`config.mk`:
```
export PLATFORM = sky130hd
export DESIGN_NAME = rr_arbiter16
export DESIGN_NICKNAME = d
export VERILOG_FILES = /design/src/rtl/rr_arbiter16.sv
export SDC_FILE = /design/constraint.sdc
export NUM_CORES = 1
export LEC_CHECK = 0
export BUFFER_PORTS_ARGS = -buffer_cell sky130_fd_sc_hd__buf_2
export CAP_MARGIN = 20
export CORE_MARGIN = 2
export CORE_UTILIZATION = 53
export CTS_CLUSTER_DIAMETER = 30
export DETAILED_ROUTE_END_ITERATION = 6
export PLACE_DENSITY = 0.83
export SLEW_MARGIN = 10
export SYNTH_ARGS = -nofsm -noshare
export SYNTH_HDL_FRONTEND = slang
export SYNTH_SLANG_ARGS = --single-unit
```
`constraint.sdc`:
```
create_clock -name clk -period 6.4 [get_ports clk]
set_input_delay 0.64 -clock clk [delete_from_list [all_inputs] [get_ports clk]]
set_output_delay 0.64 -clock clk [all_outputs]
set_load 0.05 [all_outputs]
```
`src/rtl/rr_arbiter16.sv`:
```
// 16-way round-robin arbiter with a bounded grant tenure.
// A released holder hands priority to its successor.
module rr_arbiter16 #(
  parameter int unsigned HOLD_MAX = 8
) (
  input  logic        clk,
  input  logic        rst_n,
  input  logic [15:0] req,
  input  logic        done,
  output logic [15:0] grant,
  output logic [3:0]  grant_idx,
  output logic        grant_valid,
  output logic        timeout
);

  typedef enum logic {
    IDLE = 1'b0,
    BUSY = 1'b1
  } state_t;

  state_t     state;
  state_t     nxt_state;
  logic [3:0] ptr;
  logic [3:0] nxt_ptr;
  logic [3:0] idx;
  logic [3:0] nxt_idx;
  logic [7:0] cnt;
  logic [7:0] nxt_cnt;
  logic       to_q;
  logic       nxt_to;

  logic [31:0] dbl;
  logic [15:0] rot;
  logic [3:0]  off;
  logic [3:0]  pick;
  logic        hold_hit;
  logic        rel;

  // first requester at or after ptr, found in rotated space
  always_comb begin
    dbl = {req, req};
    rot = dbl[ptr +: 16];
    off = 4'd0;
    for (int j = 15; j >= 0; j--) begin
      if (rot[j]) off = 4'(j);
    end
    pick = ptr + off;
  end

  // tenure limit and release condition for the holder
  always_comb begin
    hold_hit = (cnt >= 8'(HOLD_MAX));
    rel      = done || !req[idx] || hold_hit;
  end

  // state and datapath registers
  always_ff @(posedge clk or negedge rst_n) begin
    if (!rst_n) begin
      state <= IDLE;
      ptr   <= 4'd0;
      idx   <= 4'd0;
      cnt   <= 8'd0;
      to_q  <= 1'b0;
    end else begin
      state <= nxt_state;
      ptr   <= nxt_ptr;
      idx   <= nxt_idx;
      cnt   <= nxt_cnt;
      to_q  <= nxt_to;
    end
  end

  // next-state logic
  always_comb begin
    nxt_state = state;
    nxt_ptr   = ptr;
    nxt_idx   = idx;
    nxt_cnt   = cnt;
    nxt_to    = 1'b0;
    unique case (state)
      IDLE: begin
        if (|req) begin
          nxt_state = BUSY;
          nxt_idx   = pick;
          nxt_cnt   = 8'd1;
        end
      end
      BUSY: begin
        if (rel) begin
          nxt_state = IDLE;
          nxt_ptr   = idx + 4'd1;
          nxt_to    = !done && req[idx] && hold_hit;
        end else if (cnt != 8'hFF) begin
          nxt_cnt = cnt + 8'd1;
        end
      end
    endcase
  end

  // outputs decoded from registered state
  always_comb begin
    grant_valid = (state == BUSY);
    grant_idx   = idx;
    grant       = grant_valid ? (16'd1 << idx) : 16'd0;
    timeout     = to_q;
  end

endmodule
```
==> impl_summary.log, run 1 <==
INFO  metric synth_sequential_area_ratio = 18.7%
INFO  metric cts_max_level = 1
INFO  metric worst_setup_hold_path_clk_slew = 60 ps
INFO  metric cts_buffers = 3
INFO  metric r2r_cells = 14
INFO  metric core = 4380 sq um
INFO  metric final-hold-violation-count = 0
INFO  metric pre_cts_slack = 2040 ps
INFO  metric remaining_global_route_overflow = 0
INFO  metric slew_headroom = 31.0%
INFO  metric rows = 24
INFO  metric crit_path_end_kind = flip-flop
INFO  metric remaining_drc_errors = 0
INFO  metric final.setup.tns = 0 ps
INFO  metric xor_xnor_share_of_the_synthesized_area = 1.45%
INFO  metric finalWeightedCongestion = 0.915
INFO  metric drv_slew = 0
INFO  metric die_x = 71.5 um
INFO  metric outcome = finished, final reports clean
INFO  metric final-setup-viol-count = 0
INFO  metric fill_cells = 361
INFO  metric worst_setup_path_startpoint = ptr[1]
INFO  metric finalCritPeriodShare = 68.5%
INFO  metric post_synth_and_or_nand_nor_area_fraction = approximately a fifth
INFO  metric clock_sinks = 18
INFO  metric timing.critical_path.arrival = 4520 ps
INFO  metric timing_worst_setup_path_type = flip-flop to flip-flop
INFO  metric clock_skew = 1.03 ps
INFO  metric maximum_number_of_pins_on_one_net_before_global_route_repair = 29
INFO  metric post_cts.repair.setup_buffers = 0
INFO  metric area_growth = 11.2%
INFO  metric detail_route.wirelength = around 6000 um
INFO  metric final_cell_mix = buf_2, nor2_1, nand2_1
INFO  metric clock_tree.buffer_depth = 2
INFO  metric worstSetupStartpointType = flip-flop
INFO  metric synthCells = 271
INFO  metric chipHeight = 71.5 um
INFO  metric netlist.top_cell.by_area = dfrtp_1
INFO  metric finalCoreUtilization = between 60 and 70%
INFO  metric final.min_clock_period = 4390 ps
INFO  metric clock_tree.root_cell = clkbuf_8
INFO  metric detail_route.vias_per_cell = 6.46
INFO  metric cellPowerDensity = around 560 nW/um^2
INFO  metric avg_wl_per_cell = 17.1 um
INFO  metric synth_area_leaders = dfrtp_1, mux4_2, mux4_1
INFO  metric mappedNetlistArea = 2410 sq um
INFO  metric timing.hold.worst.class = primary input to async pin
INFO  metric multiInputGateArea = 1830 sq um
INFO  metric crit-reg2reg-launch = ptr[1]
INFO  metric synth_top_family_by_area = multiplexers
INFO  metric first_global_vias = around 2100
INFO  metric antennaDiodeCount = 0
INFO  metric tritonroute_pass_1_iters = 4
INFO  metric synthesis.yosys.warnings = 0
INFO  metric cellLeakagePower = between 1 and 1.5 nW
INFO  metric drt.antenna.violating_nets = 0
INFO  metric synthesis.nets = 302
INFO  metric die_area = 5110 sq um
INFO  metric critPathRequiredTime = 6530 ps
INFO  metric yosys.area_share.adder = 6.53%
INFO  metric worst-path-max-fanout = 26
INFO  metric setup_repair_after_global_routing_missed_its_margin = false
INFO  metric yosys.area.top_type_share = 18.7%
INFO  metric maxCapViolCount = 0
INFO  metric nets_finish = 333
INFO  metric synth_flop_cell = dfrtp_1
INFO  metric ys_types = 48
INFO  metric cts_hold_repair_buffers = 0
INFO  metric grt_use_total = 25.1%
INFO  metric synthesis.area_per_instance = 8.91 sq um
INFO  metric final_critical_path_setup_slack = 2010 ps
INFO  metric dp_hpwl = 4460 um
INFO  metric final_layout_size_suffix_gt1_share = 25.2%
INFO  metric tightestPinTransition = 1030 ps
INFO  metric synth_seq_cells = 18
INFO  metric clk-insertion-delay-late = 250 ps
INFO  metric cts_resized = 0
INFO  metric synthMuxAreaShare = 33.1%
INFO  metric antenna_found_initial = 0
INFO  metric register_area = 450 sq um
INFO  metric synth_compound_gate_area_share = a little over an eighth
INFO  metric design.portCount = 41
INFO  metric portBuffers = 40
INFO  metric via_count_of_the_routed_design = 2279
INFO  metric dr.first_iter.drc_count = 146
INFO  metric grt_pass1_wl = 10200 um
INFO  metric tritoncts = yes
INFO  metric fmax = approximately 230 MHz
INFO  metric synth-async-reset-ratio = 100%
INFO  metric effective_utilization_at_floorplan = 55.1%
INFO  metric synth-edff-count = 0
INFO  metric peakVddDrop = 0.332 mV
INFO  metric commonest_non_fill_non_tap_cell_in_the_layout = buf_2
[registers in the layout, summed over array words and instances, names as in the netlist]
signal and cells:
grant_idx 4, grant_valid 1, timeout 1, cnt 8, ptr 4
[kinds of logic after synthesis]
| kind of cell | count (synthesis) |
|---|---|
| AOI/OAI and AO/OA | 48 |
| xor gates and xnor gates | 4 |
| adders and majority gates | 12 |
| buffers and inverters | 29 |
| DFF | 18 |
| muxes | 51 |
| and+or+nand+nor | 109 |
[cell type report]
cell class | instances | area share, %
clock buffers | 4 | 2.05
inverters | 12 | 1.68
multi-input cells | 224 | 68.0
flip-flops and latches | 18 | 16.8
well taps | 52 | 2.42
repair buffers | 43 | 9.04
[cells in the mapped netlist (4+ instances only)]
library cell,count
nor2_1,35
nand2_1,30
dfrtp_1,18
mux2_2,16
mux2i_1,16
inv_1,12
ha_1,11
mux4_2,11
o21ai_0,11
nor2b_1,10
a21oi_1,9
clkbuf_1,9
nand3_1,9
mux4_1,8
nor3_1,5
and3_1,4
buf_2,4
nor4_1,4
o211ai_1,4
[through the flow]
stage | power (mW) | instances | hold WS [ps] | cell area [sq um]
after floorplan | 1.17 | 271 | 344 | 2410
after CTS | 1.48 | 352 | 314 | 2660
after detailed placement | 1.38 | 348 | 495 | 2600
after global placement | 1.36 | 348 | 482 | 2600
final | 1.51 | 353 | 300 | 2690
after global routing | 1.64 | 353 | 339 | 2690
[metal layers]
layer	vias up	wire, um	share of wire [%]	track usage, %
li1	1071	-	-	-
met1	1080	2640	44	35.6
met2	112	2800	46	38.3
met3	16	429	7.1	5.20
met4	0	154	2.6	8.81
met5	-	0	0	0
[worst paths after layout]
| path | to | slack, ps |
|---|---|---|
| setup / recovery | grant_idx[3] | 2010 |
| hold / removal | cnt[5] | 300 |
| setup reg to reg | grant_idx[3] | 2010 |
| hold reg to reg | cnt[4] | 510 |
| max in group asynchronous | ptr[2] | 5830 |
| min in group clk | cnt[4] | 510 |
[critical path, cell delays in order (launching register included)]
cell	delay, ps
dfrtp_1	1020
mux4_1	750
mux2_2	310
or3_1	350
a32oi_1	160
o21ai_1	110
a221oi_2	270
o21ai_1	120
ha_1	220
a21o_1	180
a21oi_1	160
xnor2_1	180
nor2_1	90
a221oi_1	240
nand3_1	110
[where the power goes]
part	switching [mW]	leakage (nW)	internal (mW)
sequential	0.115	0.229	0.149
clock	0.0362	0.0288	0.0546
combinational	0.673	0.970	0.485
No activity file was read; power rests on OpenSTA's default activity.
==> run 2, diff against run 1 <==
- CORE_UTILIZATION: 53 -> 52
- PLACE_DENSITY: 0.83 -> 0.85
- clock period: 6.4 -> 3.7 ns (I/O delays scaled with it)
==> impl_summary.log, run 2 (synthesized netlist as in run 1, its figures left out) <==
INFO  metric cts_max_level = 1
INFO  metric worstSetupStartpointType = flip-flop
INFO  metric clock_tree.root_cell = clkbuf_8
INFO  metric setup_repair_after_global_routing_missed_its_margin = true
INFO  metric grt_use_met2 = 44.2%
INFO  metric outcome = finished, final reports clean
INFO  metric maxCapViolCount = 0
INFO  metric core = 4410 sq um
INFO  metric worst_setup_hold_path_clk_slew = about 60 ps
INFO  metric grt_use_total = 26.5%
INFO  metric worst_setup_path_startpoint = ptr[1]
INFO  metric effective_utilization_at_floorplan = between 50% and 60%
INFO  metric power.switching_fraction = about 53%
INFO  metric finalCritPeriodShare = 100%
INFO  metric crit_chain = clkbuf_16 > mux4_2 > mux2_4 > or3_1 > a32oi_1 > o21ai_1 > a221oi_2 > o21ai_1 > ha_2 > a21o_1 > a21oi_2 > xnor2_2 > nor2_2 > a221oi_2 > nand3_1
INFO  metric design.portCount = 41
INFO  metric tritonroute_pass_1_iters = 5
INFO  metric clock_tree.buffer_depth = 2
INFO  metric chipHeight = 72.1 um
INFO  metric via_count_of_the_routed_design = 2466
INFO  metric clkPwrFrac = 4.6%
INFO  metric antennaDiodeCount = 0
INFO  metric die_area = 5200 sq um
INFO  metric slew_headroom = around two thirds
INFO  metric worst-path-max-fanout = 4
INFO  metric commonest_non_fill_non_tap_cell_in_the_layout = buf_2
INFO  metric antenna_found_initial = 0
INFO  metric dr.first_iter.drc_count = 292
INFO  metric maximum_cell_stage_delay_along_the_critical_path = around 520 ps
INFO  metric critical_path.top_delay_family = compound AO/OA/AOI/OAI gates
INFO  metric timing.critical_path.arrival = 3830 ps
INFO  metric detail_route.vias_per_cell = approximately 6.7
INFO  metric drv_slew = 0
INFO  metric fmax = approximately 270 MHz
INFO  metric peakVddDrop = 0.627 mV
INFO  metric final.setup.tns = 0 ps
INFO  metric max_flop_register = cnt
INFO  metric timing.hold.worst.class = primary input to async pin
INFO  metric tightestPinTransition = ~480 ps
INFO  metric final-hold-violation-count = 0
INFO  metric met3_usage = 3.33%
INFO  metric clk-insertion-delay-late = roughly 250 ps
INFO  metric clock_skew = 4.02 ps
INFO  metric critPathRequiredTime = around 3800 ps
INFO  metric avg_wl_per_cell = roughly 19 um
INFO  metric crit_path_end_kind = flip-flop
INFO  metric detail_route.wirelength = between 6000 and 7000 um
INFO  metric remaining_global_route_overflow = 0
INFO  metric finalWeightedCongestion = 1.01
INFO  metric crit_cells = 15
INFO  metric drt.antenna.violating_nets = 0
INFO  metric fin_worst_hold_slack = 43.6 ps
INFO  metric number_of_flip_flops_in_the_largest_register = 8
INFO  metric final.min_clock_period = 3700 ps
INFO  metric pwr-share-seq = 13.2%
INFO  metric worst_setup_path_endpoint = grant_idx[3]
INFO  metric reg2reg_slack = 0.4 ps
INFO  metric cellLeakagePower = approximately 1.3 nW
INFO  metric power.internal = about 1.4 mW
INFO  metric tritoncts = yes
INFO  metric area_growth = 17.8%
INFO  metric dp_hpwl = 4830 um
INFO  metric nets_finish = 349
INFO  metric grt-busiest-layer = met2
INFO  metric grt_pass1_wl = ~11000 um
INFO  metric final_cell_mix = buf_2, nor2_1, nand2_1
INFO  metric critical_path.slowest_cell = mux4_2
INFO  metric cellPowerDensity = 1020 nW/um^2
INFO  metric crit-reg2reg-launch = ptr[1]
INFO  metric finalCoreUtilization = about 64%
INFO  metric r2r_cells = 15
INFO  metric final_layout_size_suffix_gt1_share = 32.3%
INFO  metric cts_buffers = 3
INFO  metric first_global_vias = around 2300
INFO  metric maximum_number_of_pins_on_one_net_before_global_route_repair = 29
INFO  metric portBuffers = 40
INFO  metric crit-reg2reg-capture = grant_idx[3]
INFO  metric gr-usage-met1 = between 30% and 40%
INFO  metric timing_worst_setup_path_type = flip-flop to flip-flop
INFO  metric clock_sinks = 18
INFO  metric die_x = 72.1 um
INFO  metric final-setup-viol-count = 0
INFO  metric remaining_drc_errors = 0
INFO  metric cts_hold_repair_buffers = 0
INFO  metric critPathBufInv = 1
INFO  metric rows = 24
INFO  metric comb_power_share = approximately 82%
INFO  metric p_switching = between 1.5 and 2 mW
run 2: cell types whose count changed in the layout (fill, tap and decap cells not counted), sizes merged:
cell    delta
buf       +14
clkbuf     +1
run 2: power groups by stage:
stage / logic, mW / clock network (mW) / registers, mW
2_1_floorplan: 1.61 / 0 / 0.409
3_3_place_gp: 2.11 / 0 / 0.371
3_5_place_dp: 2.16 / 0 / 0.373
4_1_cts: 2.21 / 0.134 / 0.370
5_1_grt: 2.57 / 0.143 / 0.397
6_report: 2.39 / 0.132 / 0.383
run 2: through the flow:
stage                     std cells  worst slack, ps  area [sq um]  total power, mW
after floorplan                 271              118          2410             2.02
after global placement          359              115          2710             2.48
after detailed placement        359            -76.1          2710             2.54
after CTS                       362             3.24          2750             2.71
after global routing            368             -145          2840             3.11
final                           368            0.375          2840             2.90
run 2: repair_timing:
item / CTS / global route
endpoints found under the setup margin: 1 / 1
resized for setup: 5 / 8
buffers inserted: 0 / 4
pin swaps: 1 / 4
cloned: 0 / 2
run 2: how the worst min path moves through the flow:
stage	from	to	slack [ps]	cells past startpoint
3_3_place_gp	rst_n	cnt[5]	320	1
2_1_floorplan	rst_n	cnt[0]	70	0
6_report	rst_n	grant_idx[2]	40	1
5_1_grt	rst_n	grant_idx[2]	70	1
3_5_place_dp	rst_n	grant_idx[3]	330	1
4_1_cts	rst_n	grant_valid	60	1
run 2: metal layers:
layer,part of all wire (%),vias up
met2,48,176
met1,39,1168
met5,0,-
li1,-,1093
met4,3.1,0
met3,9.4,29
run 2: area by class of cell:
| cell class | count | area (sq um) |
|---|---|---|
| Multi-Input combinational cell | 224 | 1840 |
| Fill cell | 299 | 1570 |
| Sequential cell | 18 | 452 |
| Timing Repair Buffer | 59 | 403 |
| Tap cell | 52 | 65.1 |
| Inverter | 12 | 45.0 |
| Clock buffer | 3 | 41.3 |
